## config.mk

```make
export PLATFORM = sky130hd
export DESIGN_NAME = led_scan
export DESIGN_NICKNAME = d
export VERILOG_FILES = /design/src/rtl/led_scan_pkg.sv /design/src/rtl/led_row_fetch.sv /design/src/rtl/led_scan.sv
export SDC_FILE = /design/constraint.sdc
export NUM_CORES = 1
export LEC_CHECK = 0
export ABC_AREA = 1
export CAP_MARGIN = 5
export CORE_AREA = 2 2 107 109
export DETAILED_ROUTE_END_ITERATION = 12
export DIE_AREA = 0 0 109 111
export GPL_ROUTABILITY_DRIVEN = 0
export PLACE_DENSITY_LB_ADDON = 0.1
export SYNTH_ARGS = -nofsm -noshare
export SYNTH_HDL_FRONTEND = slang
export SYNTH_SLANG_ARGS = --single-unit
```

## constraint.sdc

```tcl
create_clock -name clk -period 2.1 [get_ports clk]
set_input_delay 0.21 -clock clk [delete_from_list [all_inputs] [get_ports clk]]
set_output_delay 0.21 -clock clk [all_outputs]
set_load 0.05 [all_outputs]
```

## src/rtl/led_scan_pkg.sv

```systemverilog
// Shared constants for the LED matrix scanner: pixel word layout, color codes,
// default timing, and the per-pixel PWM/color decode.
package led_scan_pkg;

  localparam logic [1:0] COLOR_OFF    = 2'd0;
  localparam logic [1:0] COLOR_RED    = 2'd1;
  localparam logic [1:0] COLOR_GREEN  = 2'd2;
  localparam logic [1:0] COLOR_YELLOW = 2'd3;

  localparam int COLOR_LSB  = 0;
  localparam int COLOR_MSB  = 1;
  localparam int BRIGHT_LSB = 2;
  localparam int BRIGHT_MSB = 3;

  localparam int ROW_DWELL_DEF    = 2000;
  localparam int BLANK_CYCLES_DEF = 16;

  localparam logic [1:0] ST_INIT  = 2'd0;
  localparam logic [1:0] ST_BLANK = 2'd1;
  localparam logic [1:0] ST_SHOW  = 2'd2;

  // Returns {green, red}; a pixel is lit while pwm <= brightness (duty (b+1)/4).
  function automatic logic [1:0] pixel_drive(input logic [3:0] pix, input logic [1:0] pwm);
    logic [1:0] color;
    logic [1:0] bright;
    logic       red;
    logic       green;
    color  = pix[COLOR_MSB:COLOR_LSB];
    bright = pix[BRIGHT_MSB:BRIGHT_LSB];
    red    = (color == COLOR_RED)   || (color == COLOR_YELLOW);
    green  = (color == COLOR_GREEN) || (color == COLOR_YELLOW);
    if (pwm <= bright) begin
      pixel_drive = {green, red};
    end else begin
      pixel_drive = 2'b00;
    end
  endfunction

endpackage

```

## src/rtl/led_row_fetch.sv

```systemverilog
// Row prefetch engine: reads the 8 pixels of one row from the synchronous frame
// RAM into the back line buffer. Comes out of reset already fetching row 0.
module led_row_fetch
  import led_scan_pkg::*;
(
  input  logic        clk,
  input  logic        rst_n,
  input  logic        start,
  input  logic [2:0]  row,
  output logic [5:0]  rd_addr,
  input  logic [3:0]  rd_data,
  output logic [31:0] back,
  output logic [2:0]  back_row,
  output logic        done
);

  logic        iss_q, iss_d;
  logic [2:0]  col_q, col_d;
  logic [2:0]  row_q, row_d;
  logic        cap_q, cap_d;
  logic [2:0]  cap_col_q, cap_col_d;
  logic [31:0] back_q, back_d;

  // Address sequencer plus one-cycle-delayed capture of the RAM read data.
  always_comb begin
    iss_d     = iss_q;
    col_d     = col_q;
    row_d     = row_q;
    back_d    = back_q;
    cap_d     = iss_q;
    cap_col_d = col_q;
    if (cap_q) begin
      back_d[{cap_col_q, 2'b00} +: 4] = rd_data;
    end else begin
      back_d = back_q;
    end
    if (start) begin
      iss_d = 1'b1;
      col_d = 3'd0;
      row_d = row;
    end else if (iss_q) begin
      if (col_q == 3'd7) begin
        iss_d = 1'b0;
      end else begin
        col_d = col_q + 3'd1;
      end
    end else begin
      iss_d = 1'b0;
    end
  end

  always_ff @(posedge clk or negedge rst_n) begin
    if (!rst_n) begin
      iss_q     <= 1'b1;
      col_q     <= 3'd0;
      row_q     <= 3'd0;
      cap_q     <= 1'b0;
      cap_col_q <= 3'd0;
      back_q    <= 32'd0;
    end else begin
      iss_q     <= iss_d;
      col_q     <= col_d;
      row_q     <= row_d;
      cap_q     <= cap_d;
      cap_col_q <= cap_col_d;
      back_q    <= back_d;
    end
  end

  assign rd_addr  = {row_q, col_q};
  assign back     = back_q;
  assign back_row = row_q;
  assign done     = cap_q && (cap_col_q == 3'd7);

endmodule

```

## src/rtl/led_scan.sv

```systemverilog
// 8x8 bicolor LED matrix scanner: blank/show row timing, front line buffer,
// 2-bit PWM and registered active-low row / active-high column drive.
module led_scan
  import led_scan_pkg::*;
#(
  parameter int ROW_DWELL    = ROW_DWELL_DEF,
  parameter int BLANK_CYCLES = BLANK_CYCLES_DEF
) (
  input  logic       clk,
  input  logic       rst_n,
  input  logic       en,
  output logic [5:0] rd_addr,
  input  logic [3:0] rd_data,
  output logic [7:0] row_n,
  output logic [7:0] col_r,
  output logic [7:0] col_g,
  output logic [2:0] cur_row,
  output logic       frame_start
);

  localparam int CW = $clog2((ROW_DWELL > BLANK_CYCLES) ? ROW_DWELL : BLANK_CYCLES);
  localparam logic [CW-1:0] DWELL_LAST = CW'(ROW_DWELL - 1);
  localparam logic [CW-1:0] BLANK_LAST = CW'(BLANK_CYCLES - 1);

  logic [1:0]    state_q, state_d;
  logic [CW-1:0] cnt_q, cnt_d;
  logic [2:0]    cur_row_q, cur_row_d;
  logic [31:0]   front_q, front_d;
  logic [1:0]    pwm_q, pwm_d;
  logic [7:0]    row_n_q, row_n_d;
  logic [7:0]    col_r_q, col_r_d;
  logic [7:0]    col_g_q, col_g_d;
  logic          frame_start_q, frame_start_d;

  logic          fetch_start_s;
  logic [2:0]    fetch_row_s;
  logic [31:0]   back_s;
  logic [2:0]    back_row_s;
  logic          fetch_done_s;

  led_row_fetch u_fetch (
    .clk      (clk),
    .rst_n    (rst_n),
    .start    (fetch_start_s),
    .row      (fetch_row_s),
    .rd_addr  (rd_addr),
    .rd_data  (rd_data),
    .back     (back_s),
    .back_row (back_row_s),
    .done     (fetch_done_s)
  );

  // Display FSM; the next row's fetch is launched as the new row enters SHOW.
  always_comb begin
    state_d       = state_q;
    cnt_d         = cnt_q;
    cur_row_d     = cur_row_q;
    front_d       = front_q;
    pwm_d         = pwm_q;
    fetch_start_s = 1'b0;
    fetch_row_s   = 3'd0;
    case (state_q)
      ST_INIT: begin
        if (fetch_done_s) begin
          state_d = ST_BLANK;
          cnt_d   = '0;
        end else begin
          state_d = ST_INIT;
        end
      end
      ST_BLANK: begin
        if (cnt_q == BLANK_LAST) begin
          state_d       = ST_SHOW;
          cnt_d         = '0;
          front_d       = back_s;
          cur_row_d     = back_row_s;
          pwm_d         = 2'd0;
          fetch_start_s = 1'b1;
          fetch_row_s   = back_row_s + 3'd1;
        end else begin
          cnt_d = cnt_q + CW'(1);
        end
      end
      ST_SHOW: begin
        pwm_d = pwm_q + 2'd1;
        if (cnt_q == DWELL_LAST) begin
          state_d = ST_BLANK;
          cnt_d   = '0;
        end else begin
          cnt_d = cnt_q + CW'(1);
        end
      end
      default: begin
        state_d = ST_INIT;
        cnt_d   = '0;
      end
    endcase
  end

  // Next-cycle output drive from the current state and front buffer.
  always_comb begin
    logic [1:0] drv;
    drv           = 2'b00;
    row_n_d       = 8'hFF;
    col_r_d       = 8'h00;
    col_g_d       = 8'h00;
    frame_start_d = (state_q == ST_SHOW) && (cnt_q == '0) && (cur_row_q == 3'd0);
    if ((state_q == ST_SHOW) && en) begin
      row_n_d = ~(8'd1 << cur_row_q);
      for (int c = 0; c < 8; c++) begin
        drv        = pixel_drive(front_q[c*4 +: 4], pwm_q);
        col_r_d[c] = drv[0];
        col_g_d[c] = drv[1];
      end
    end else begin
      row_n_d = 8'hFF;
    end
  end

  always_ff @(posedge clk or negedge rst_n) begin
    if (!rst_n) begin
      state_q       <= ST_INIT;
      cnt_q         <= '0;
      cur_row_q     <= 3'd0;
      front_q       <= 32'd0;
      pwm_q         <= 2'd0;
      row_n_q       <= 8'hFF;
      col_r_q       <= 8'h00;
      col_g_q       <= 8'h00;
      frame_start_q <= 1'b0;
    end else begin
      state_q       <= state_d;
      cnt_q         <= cnt_d;
      cur_row_q     <= cur_row_d;
      front_q       <= front_d;
      pwm_q         <= pwm_d;
      row_n_q       <= row_n_d;
      col_r_q       <= col_r_d;
      col_g_q       <= col_g_d;
      frame_start_q <= frame_start_d;
    end
  end

  assign row_n       = row_n_q;
  assign col_r       = col_r_q;
  assign col_g       = col_g_q;
  assign cur_row     = cur_row_q;
  assign frame_start = frame_start_q;

endmodule

```

Word level (Yosys, flattened, before mapping)
Cells that the tools add are included.
{"block": "classes", "addsub": 5, "n_lt_le_gt_ge": 8, "n_eq_ne": 34, "shifts": 3, "muxes": 32, "bitwise": 1, "n_reduce_logical": 29}
{"cell": "== test 2 bit (second input constant)", "n": 17}
{"cell": "two-way mux 11 bit", "n": 3}
{"cell": "case mux 11 bit (3 select lines)", "n": 1}
{"cell": "bitwise mux 32 bit", "n": 1}
{"cell": "variable shift 4 x 7 -> 32 bit (first input constant)", "n": 1}
{"cell": "variable part select 4 x 7 -> 32 bit", "n": 1}
{"cell": "two-way mux 8 bit", "n": 3}
{"cell": "two-way mux 2 bit", "n": 11}
{"cell": "== test 2 x 1 -> 1 bit (second input constant)", "n": 9}
{"cell": "less-or-equal comparator 2 bit", "n": 8}
{"cell": "logical OR 1 bit", "n": 16}
{"cell": "two-way mux 3 bit", "n": 5}
{"cell": "adder 11 x 1 -> 11 bit (second input constant)", "n": 1}
{"cell": "== test 11 bit (second input constant)", "n": 1}
{"cell": "== test 11 x 4 -> 1 bit (second input constant)", "n": 1}
{"cell": "logical NOT 11 bit", "n": 1}
{"cell": "inequality test 2 bit (second input constant)", "n": 4}
{"cell": "NOT 8 bit", "n": 1}
{"cell": "AND reduction 2 bit", "n": 4}
{"cell": "<< shifter 1 x 3 -> 8 bit (first input constant)", "n": 1}
{"cell": "negation 5 -> 7 bit", "n": 1}
{"cell": "adder 3 x 1 -> 3 bit (second input constant)", "n": 2}
{"cell": "== test 3 bit (second input constant)", "n": 2}
{"cell": "two-way mux 1 bit", "n": 6}
{"cell": "other kinds (7)", "n": 11}
{"block": "word_totals", "reg_bits": 118, "out_inout_bits": 34, "wordCells": 127}

Logic depth before layout (Yosys ltp)
Gate-level depths: netlist of run 1.
{"block": "depth", "word_depth": 5, "depth_mapped": 10, "depth_no_buf": 8}

Modules after synthesis
A second synthesis of run 1 with hierarchy kept.
{"block": "unflattened", "hier_cells": 608, "hier_area_um2": 5706.7}
{"mod": "led_scan", "n_inst": 1, "cells_per_inst": 377, "area_per_inst_um2": 3622.2, "seq_area_each_um2": 1886.8}
{"mod": "led_row_fetch", "n_inst": 1, "cells_per_inst": 231, "area_per_inst_um2": 2084.5, "seq_area_each_um2": 1077.3}

Worst setup path before layout of run 1
OpenSTA, ideal clock, no wires.
{"block": "synth_timing", "path_kind": "reg2reg", "start": "register u_fetch.cap_col_q[0]", "end": "register u_fetch.back_q[0] (netlist: u_fetch.back[0])", "arrival_ns": 1.930, "t_required_ns": 1.964, "path_slack_ns": 0.034, "stages_incl_launch_ff": 10, "synth_period_minus_slack_ns": 2.066, "cell_sequence": "dfrtp_1 -> inv_2 -> buf_2 -> ha_1 -> ha_1 -> buf_6 -> clkinv_1 -> nand4_1 -> nor3_2 -> o21ai_0"}
{"block": "synth_via", "elab_chain_cells": 3}
{"item": "from (decl)", "line_no": "led_row_fetch.sv:21", "text": "logic [2:0] cap_col_q, cap_col_d;"}
{"item": "from (signal assigned)", "line_no": "led_row_fetch.sv:65", "text": "cap_col_q <= cap_col_d;"}
{"item": "negation 5 -> 7 bit (*)", "line_no": "led_row_fetch.sv:33", "text": "back_d[{cap_col_q, 2'b00} +: 4] = rd_data;"}
{"item": "variable part select 4 x 7 -> 32 bit / variable shift 4 x 7 -> 32 bit (equally long branches)", "line_no": "led_row_fetch.sv:33"}
{"item": "bitwise mux 32 bit (*)", "line_no": "led_row_fetch.sv:33"}
{"item": "to (signal assigned)", "line_no": "led_row_fetch.sv:66", "text": "back_q <= back_d;"}
{"item": "to (decl)", "line_no": "led_row_fetch.sv:22", "text": "logic [31:0] back_q, back_d;"}
Every way passes the cells marked *; elsewhere a longest branch is shown, timed or not.
A chain may end at the register's enable or synchronous reset.

Worst setup path in the final report of run 1
{"block": "layout_timing", "start": "register row_n_q[0] (netlist: row_n[0])", "end": "output row_n[0]"}
{"item": "from (decl)", "line_no": "led_scan.sv:30", "text": "logic [7:0] row_n_q, row_n_d;"}
{"item": "from (signal assigned)", "line_no": "led_scan.sv:137", "text": "row_n_q <= row_n_d;"}
{"item": "to (decl)", "line_no": "led_scan.sv:14", "text": "output logic [7:0] row_n,"}
No word-level cell between the ends.

==> results of run 1 <==
==> routing by layer <==
layer / up-vias / global-route usage (%) / part of all wire, % / routed length [um]
li1: 1894 / - / - / -
met1: 1833 / 26.7 / 47 / 4890
met2: 78 / 28.9 / 47 / 4850
met3: 12 / 6.58 / 5.0 / 519
met4: 0 / 6.32 / 1.1 / 112
met5: - / 0 / 0 / 0
==> final timing paths <==
kind                                                startpoint                     endpoint  slack, ns  depth (start not counted)
min in group clk                       u_fetch.cap_d$_DFF_PN1_      u_fetch.cap_q$_DFF_PN0_       0.40                          0
worst max-delay path                        row_n[0]$_DFF_PN1_                     row_n[0]       0.17                          1
max in group asynchronous                                rst_n      u_fetch.cap_d$_DFF_PN1_       1.13                          3
worst min-delay path                                     rst_n           col_g[1]$_DFF_PN0_       0.32                          2
worst max register to register  u_fetch.cap_col_q[1]$_DFF_PN0_  u_fetch.back[0]$_DFFE_PN0P_       0.26                          7
worst min register to register         u_fetch.cap_d$_DFF_PN1_      u_fetch.cap_q$_DFF_PN0_       0.40                          0
==> metrics by stage <==
stage          instance area (um^2)  hold slack (ns)
4_1_cts                        6540            0.327
6_report                       6540            0.324
2_1_floorplan                  5330          -0.0856
3_5_place_dp                   5910            0.231
3_3_place_gp                   5910            0.225
5_1_grt                        6540            0.376
==> power breakdown <==
group          switching, mW  leakage (nW)  total (mW)  internal [mW]
combinational         0.0540          1.37      0.0729         0.0189
sequential                 0          1.45        2.28           2.28
clock                  0.968         0.309        2.98           2.01
total                   1.02          3.13        5.33           4.31
==> cells by family (layout without fill, tap and decap cells) <==
kind of cell	count (synthesis)	count (layout)
and+or+nand+nor	212	212
adders and majority gates	27	27
buffers and inverters	95	167
xor gates and xnor gates	10	10
DFF	118	118
muxes	2	2
AOI/OAI and AO/OA	83	83
==> registers in the layout, summed over array words and instances, names as in the netlist, 8 cells and up <==
| register | cells |
|---|---|
| row_n | 8 |
| u_fetch.back | 32 |
| col_r | 8 |
| col_g | 8 |
| cnt_q | 11 |
| front_q | 32 |
==> layout make-up <==
class                           count  area [um^2]  share of cell area, %
Clock buffer                       23          498                   7.61
Multi-Input combinational cell    334         1950                   29.9
Sequential cell                   118         2960                   45.3
Inverter                           85          324                   4.95
Tap cell                          143          179                   2.74
Timing Repair Buffer               50          500                   7.65
Clock inverter                      9          123                   1.87
==> cells in the final DEF (no fill, tap or decap), types with 2 or more instances in the layout <==
cell type	instances
sky130_fd_sc_hd__a21oi_1	9
sky130_fd_sc_hd__buf_12	2
sky130_fd_sc_hd__buf_4	8
sky130_fd_sc_hd__bufinv_16	3
sky130_fd_sc_hd__clkbuf_16	17
sky130_fd_sc_hd__clkbuf_8	5
sky130_fd_sc_hd__clkdlybuf4s50_1	39
sky130_fd_sc_hd__clkinv_2	5
sky130_fd_sc_hd__dfrtp_1	109
sky130_fd_sc_hd__dfstp_2	9
sky130_fd_sc_hd__ha_1	27
sky130_fd_sc_hd__inv_1	79
sky130_fd_sc_hd__inv_2	4
sky130_fd_sc_hd__mux2_2	2
sky130_fd_sc_hd__nand2_1	89
sky130_fd_sc_hd__nand2_2	4
sky130_fd_sc_hd__nand3_1	29
sky130_fd_sc_hd__nand3_2	3
sky130_fd_sc_hd__nand3_4	3
sky130_fd_sc_hd__nand4_1	4
sky130_fd_sc_hd__nor2_1	40
sky130_fd_sc_hd__nor2_2	6
sky130_fd_sc_hd__nor3_1	12
sky130_fd_sc_hd__nor3_2	2
sky130_fd_sc_hd__nor3b_1	14
sky130_fd_sc_hd__o21ai_0	33
sky130_fd_sc_hd__o21ai_1	29
sky130_fd_sc_hd__o21ai_2	2
sky130_fd_sc_hd__o22ai_1	9
sky130_fd_sc_hd__xnor2_1	2
sky130_fd_sc_hd__xor2_1	8
==> synth_stat cells <==
cell type	n
sky130_fd_sc_hd__dfrtp_1	109
sky130_fd_sc_hd__nand2_1	89
sky130_fd_sc_hd__inv_1	79
sky130_fd_sc_hd__nor2_1	40
sky130_fd_sc_hd__o21ai_0	33
sky130_fd_sc_hd__nand3_1	29
sky130_fd_sc_hd__o21ai_1	29
sky130_fd_sc_hd__ha_1	27
sky130_fd_sc_hd__nor3b_1	14
sky130_fd_sc_hd__nor3_1	12
sky130_fd_sc_hd__a21oi_1	9
sky130_fd_sc_hd__dfstp_2	9
sky130_fd_sc_hd__o22ai_1	9
sky130_fd_sc_hd__xor2_1	8
sky130_fd_sc_hd__nor2_2	6
sky130_fd_sc_hd__buf_6	5
sky130_fd_sc_hd__inv_2	4
sky130_fd_sc_hd__nand2_2	4
sky130_fd_sc_hd__nand4_1	4
sky130_fd_sc_hd__buf_2	3
sky130_fd_sc_hd__nand3_2	3
sky130_fd_sc_hd__nand3_4	3
sky130_fd_sc_hd__mux2_2	2
sky130_fd_sc_hd__nor3_2	2
sky130_fd_sc_hd__o21ai_2	2
sky130_fd_sc_hd__xnor2_1	2
sky130_fd_sc_hd__a21oi_4	1
sky130_fd_sc_hd__buf_8	1
sky130_fd_sc_hd__clkbuf_1	1
sky130_fd_sc_hd__clkinv_1	1
sky130_fd_sc_hd__inv_6	1
sky130_fd_sc_hd__nand2_4	1
sky130_fd_sc_hd__nand4_4	1
sky130_fd_sc_hd__nor2_4	1
sky130_fd_sc_hd__nor3_4	1
sky130_fd_sc_hd__nor4b_1	1
sky130_fd_sc_hd__or2_2	1
==> results.txt, run 1 <==
- The analysis attributes to cell leakage a power of between 3 and 4 nW.
* Kind of start point of the critical path: register
- Data arrives at the worst endpoint at around 1.7 ns.
- Summing the areas of all xor and xnor instances in the mapped netlist gives 1.64% of the synthesized area.
* Cell count after synthesis: roughly 550
- Final instance count without filler cells: between 700 and 800
- Count of different cell masters after synthesis: 37
- Source-to-sink clock delay at the later pin of the worst-skew pair: 0.41 ns
- Number of global-route vias before repair: approximately 3.7k
- Detailed Route Iter0 Violations: ~150
- Count of placed standard cells including taps: ~730
- Hold-fix buffers at CTS: 1
- VDD sags by at most a little over 0.4 mV.
- Before antenna repair, the detailed router went through 4 iterations.
- Global routing finished with a remaining overflow of 0.
- Maximum count of clock buffers along a single path: 2
- Cell types occupying the most area after synthesis: sky130_fd_sc_hd__dfrtp_1, sky130_fd_sc_hd__ha_1, sky130_fd_sc_hd__nand2_1
* Portion of netlist area occupied by mux cells: less than 1%
- At the end of the flow, the number of nets in the layout was 640.
- Buf+Inv Stages, Crit Path: 1
- The total count of hold-check failures in the final report was 0.
* Post-route DRC violation count: 0
* FILL cells: 913
* Width of the die: 109 um
* Antenna violation net count after detailed routing: 0
- Across every metal layer, demand over resource in global routing totals 19.4%.
- Setup TNS Final: 0 ns
* Setup crit end kind: output pin
- The mapped netlist covers 0.00533 mm^2.
- Initial cell density of the core: 48.1%
- After synthesis the netlist holds a flip-flop and latch count of 118.
- Complex-gate fraction of the synthesized area: approximately 8.4%
- In this run the biggest area consumer among cell types represents about half of the synthesized area.
- The count of final max-slew check failures is 0.
- Maximum operating frequency: between 500 and 600 MHz
- The min-delay analysis places its worst path in the category in2async.
* Routed wire length: approximately 10000 um
- The tool flagged a number of max-cap violations equal to 0.
- CTS tree: done
- The final route contains about 3.8k vias.
* Status: finished clean
- At the placement stage, the worst setup path has a slack of 0.285 ns.
- Counting every net in the synthesized netlist gives roughly 580.
* Normalized max-slew margin: 60.3%
* Worst clock skew: about 0.008 ns
- Clock buffers created by TritonCTS: 17
- By area, the combinational part of the netlist is dominated by simple AND/OR/NAND/NOR gates.
* Core area: between 0.01 and 0.015 mm^2
- Of the total synthesized cell area, the portion taken by AND, OR, NAND and NOR gates is between 10% and 20%.
- Top fanout value on the critical path: 1
- The repair_antennas step left the layout with diodes totalling 0.
- Floorplan die area: 0.0121 mm^2
* Die Ht: between 100 and 150 um
* Clk pin slew, worst setup/hold paths: approximately 0.05 ns
* First-pass GRT wire length: approximately 18000 um
- Worst path required time: 1.89 ns
- Total setup violations reported at the end of the flow: 0
- Cell chosen for the clock root: sky130_fd_sc_hd__clkbuf_16
- Syn_area_per_cell: 9.75 um^2
* Worst-margin pin slew: between 0.5 and 0.6 ns
- I/O Pins: between 40 and 50
- Warnings from Yosys: 0
* HPWL after detailed placement: 7230 um
* Top cell type by total area after synthesis: sky130_fd_sc_hd__dfrtp_1
- Entering global routing, the biggest net connects 43 pins.
- Grouping stages by cell kind, the critical path spends the most delay in buffers and inverters.
* Utilization of the core after routing: 59.1%
- Post-cts resize count: 0
- Smallest setup slack after layout: 0.168 ns
- Final min period: between 1.5 and 2 ns
- The initial antenna violation count came to 0.
- The worst setup path is of the reg2out kind.
- Part of the Yosys area used for sequential elements: 55.6%
* Detail-routed net length per standard cell: ~14 um
- Compared with the post-synthesis result, the final layout area differs by 22.7%.
- Power after layout: between 5 and 6 mW
- The H-tree generated during clock tree synthesis spans 4 levels.
- The signal on the critical path passes through clkdlybuf4s50_1.
* Adder-cell area share of the yosys netlist: around 6.3%
* Maximum single-stage delay on the critical path: roughly 0.80 ns
* Ratio of total power to cell area: about 810 mW/mm^2
- Clock tree sinks: 118
- Buffers placed on the I/O ports in this run total 40.
- Setup repair after global routing missed its margin: no
* Number of setup buffers added after CTS: 0
- Final worst path period share: 92.0%
- The slowest stage of the critical path is the sky130_fd_sc_hd__clkdlybuf4s50_1 cell.
- In this run the core area contains 39 standard-cell rows.
- Share of post-route cells with drive strength above 1: between 10% and 20%
- Using the TritonRoute via totals, the vias-per-cell ratio works out to about 5.
Power figures use the tool's default switching activity.
==> run 2, diff against run 1 <==
==> constraint.sdc (replaced) <==
create_clock -name clk -period 1.9 [get_ports clk]
set_input_delay 0.19 -clock clk [delete_from_list [all_inputs] [get_ports clk]]
set_output_delay 0.19 -clock clk [all_outputs]
set_load 0.05 [all_outputs]
==> run 2 against run 1 <==
Critical path depth unchanged. Combinational power grew 7.0%. Via count is 0.10% lower. Sequential share of layout area fell by 0.36 points. First-iteration DRC count is 37% higher. Sequential power is 11% higher. Die area stayed put. Hold slack lost 0.097 ns. Non-clock buffer count increased by 4. Critical endpoint is now cur_row[0]. Largest power group unchanged.
==> results.txt, run 2 (synthesis gave the netlist of run 1 again) <==
- The maximum number of pins on one net before global-route repair was 54 (+26%).
* Area growth syn-to-layout: 23.7%
- Kind of cell adding the most delay to the critical path: buffers and inverters
* Leading cell type in the layout, fill and taps excluded: sky130_fd_sc_hd__dfrtp_1
* Top fanout value on the critical path: 5 (+4)
- Slowest stage cell on the critical path: sky130_fd_sc_hd__clkdlybuf4s50_1
- The die width came to 109 um (unchanged).
- Setup crit end kind: output pin
- Number of nets in the finished design: 644 (+0.63%)
- Count of antenna diodes in the layout: 0 (unchanged)
- Based on the critical path, the design can be clocked at up to ~540 MHz.
* FILL cells: 950 (+4.1%)
- The total clock buffers created by CTS was 17 (unchanged).
- Core area: 0.0111 mm^2 (unchanged)
- The arrival time of the worst setup path was 1.67 ns (-0.05 ns).
- Number of global-route vias before repair: 3799 (+2.8%)
- Worst-margin pin slew: 0.520 ns (-0.0760 ns)
- Setup repair after global routing left no endpoint under its margin.
* Post-route DRC violation count: 0 (unchanged)
- Port Buffer Count: 40 (unchanged)
- The number of rows created at floorplan came to 39 (unchanged).
- Slew Viols, Final: 0 (unchanged)
* Leakage Power: 3.14 nW (+0.33%)
- The initial standard-cell utilization of the core was 48.1% (unchanged).
* Clk pin slew, worst setup/hold paths: 0.06 ns (about the same)
* CP Class: reg2out
- The net switching power of the design was 1.13 mW (+11%).
- Leaving out fill and tap cells, the most frequent cells in the layout are sky130_fd_sc_hd__dfrtp_1, sky130_fd_sc_hd__nand2_1, sky130_fd_sc_hd__inv_1, sky130_fd_sc_hd__nor2_1, sky130_fd_sc_hd__o21ai_1.
* H-tree levels: 4 (unchanged)
- The detailed-route wire length per cell was 13.7 um (+0.75%).
- Walking the worst path, the cells encountered are clkdlybuf4s50_1.
- The final-layout worst hold slack came to 0.227 ns (-0.0973 ns).
- The max-slew headroom at the worst pin was 65.3% (+5.0 points).
- The total count of hold-check failures in the final report was 0 (unchanged).
* Antenna violation net count after detailed routing: 0 (unchanged)
- The fraction of power spent switching nets came to 19.0% (-0.15 points).
- Via count: 3813 (-0.10%)
- Fraction of power consumed by the clock network: 56.5% (+0.6 points)
- STA classifies the critical path startpoint as a register.
- Worst-case reg-to-reg path depth: 8 (+1)
- Source-to-sink clock delay at the later pin of the worst-skew pair: 0.41 ns (about the same)
- The max capacitance violation total is 0 (unchanged).
* Classification of the worst-slack hold path: in2async
- The delay of the slowest cell on the worst path is 0.84 ns (+0.04 ns).
* Relative contribution of combinational cells to total power: 1.3% (about the same)
- Register-to-Register Setup Slack: 0.20 ns (-0.06 ns)
* First-pass GRT wire length: 18100 um (+1.0%)
- The sink count of the clock tree is 118 (unchanged).
* Die Ht: 111 um (unchanged)
- Congestion Overflow GR: 0 (unchanged)
- The total routing usage reported by global routing came to 19.4% (about the same).
* CTS tree: done
- Worst clock skew: 0.0116 ns (+0.00370 ns)
- Worst path required time: 1.71 ns (-0.18 ns)
- Number of detailed-route iterations in the first pass: 4 (unchanged)
- The final wirelength was 10500 um (+1.3%).
* Detailed Route Iter0 Violations: 204 (+37%)
- The worst register-to-register path ends at u_fetch.back[2]$_DFFE_PN0P_.
* Share of post-route cells with drive strength above 1: 14.1% (+0.72 points)
- The worst vdd rail ir drop was 0.502 mV (+24%).
* Floorplan die area: 0.0121 mm^2 (unchanged)
* Internal portion of total power: 4.83 mW (+12%)
- The top-level port count came to 41 (unchanged).
- The count of buffer and inverter cells on the critical path was 1 (unchanged).
- The count of endpoints failing setup in the final report is 0 (unchanged).
- Cell chosen for the clock root: sky130_fd_sc_hd__clkbuf_16
* Ratio of total power to cell area: 904 mW/mm^2 (+11%)
- In the finished design, the share of the clock period the worst path needs comes to between 90 and 100%.
- The detailed placer's ending HPWL is 7470 um (+3.4%).
- R2r startpoint: u_fetch.cap_col_q[1]$_DFF_PN0_
- The routed design could run at a clock period as short as approximately 1.9 ns.
* Sequential share of power: 42.2% (-0.5 points)
- Number of setup buffers added after CTS: 0 (unchanged)
* Setup TNS Final: 0 ns (unchanged)
- The run finished with clean final reports.
* Vias per cell: 4.98 (-0.63%)
- The initial antenna violation count is 0 (unchanged).
- The worst-case clock buffer depth was 2 (unchanged).
## run 2: power groups by stage
stage,clock [mW],combinational [mW],sequential (mW)
4_1_cts,3.42,0.0824,2.52
3_5_place_dp,0,0.0806,2.56
3_3_place_gp,0,0.0800,2.56
2_1_floorplan,0,0.00320,2.56
5_1_grt,3.56,0.0911,2.51
6_report,3.37,0.0780,2.52
## run 2: final cells by class
cell class / instances / area (um^2) / area share, %
flip-flops and latches: 118 / 2970 / 45.0
multi-input cells: 334 / 1980 / 30.0
repair buffers: 54 / 510 / 7.74
clock buffers: 23 / 478 / 7.25
inverters: 85 / 337 / 5.10
well taps: 143 / 179 / 2.71
clock inverters: 9 / 150 / 2.28
## run 2: worst max-delay path by stage
stage                                         from  cells past startpoint  slack (ns)                          end
global placement    u_fetch.cap_col_q[0]$_DFF_PN0_                      8        0.16  u_fetch.back[1]$_DFFE_PN0P_
floorplan           u_fetch.cap_col_q[0]$_DFF_PN0_                     10        0.01  u_fetch.back[0]$_DFFE_PN0P_
global route                cur_row[0]$_DFFE_PN0P_                      1       0.008                   cur_row[0]
CTS                 u_fetch.cap_col_q[1]$_DFF_PN0_                      7        0.02  u_fetch.back[4]$_DFFE_PN0P_
finish                      cur_row[0]$_DFFE_PN0P_                      1        0.04                   cur_row[0]
detailed placement  u_fetch.cap_col_q[1]$_DFF_PN0_                      7        0.06  u_fetch.back[4]$_DFFE_PN0P_
## run 2: metrics by stage
| step | setup slack [ns] | std cells | util [%] | power (mW) | instance area, um^2 |
|---|---|---|---|---|---|
| after global routing | 0.00765 | 766 | 59.6 | 6.16 | 6600 |
| after CTS | 0.0247 | 766 | 59.4 | 6.01 | 6580 |
| after floorplan | 0.0102 | 547 | - | 2.56 | 5360 |
| final | 0.0431 | 766 | 59.6 | 5.96 | 6600 |
| after global placement | 0.162 | 733 | 53.7 | 2.64 | 5950 |
| after detailed placement | 0.0612 | 733 | 53.7 | 2.64 | 5950 |
## run 2: layer usage
layer  global-route usage, %  wire (um)  vias to the layer above
li1                        -          -                     1906
met1                    26.4       4970                     1823
met2                    29.9       4970                       64
met3                    5.82        394                       20
met4                    5.98        181                        0
met5                       0          0                        -
## run 2: what timing repair did
item | 4_1_cts | 5_1_grt
setup endpoints to repair | 8 | 12
hold buffers | 1 | 0
pin swaps | 0 | 1
hold endpoints to repair | 23 | 0
resized for setup | 8 | 4
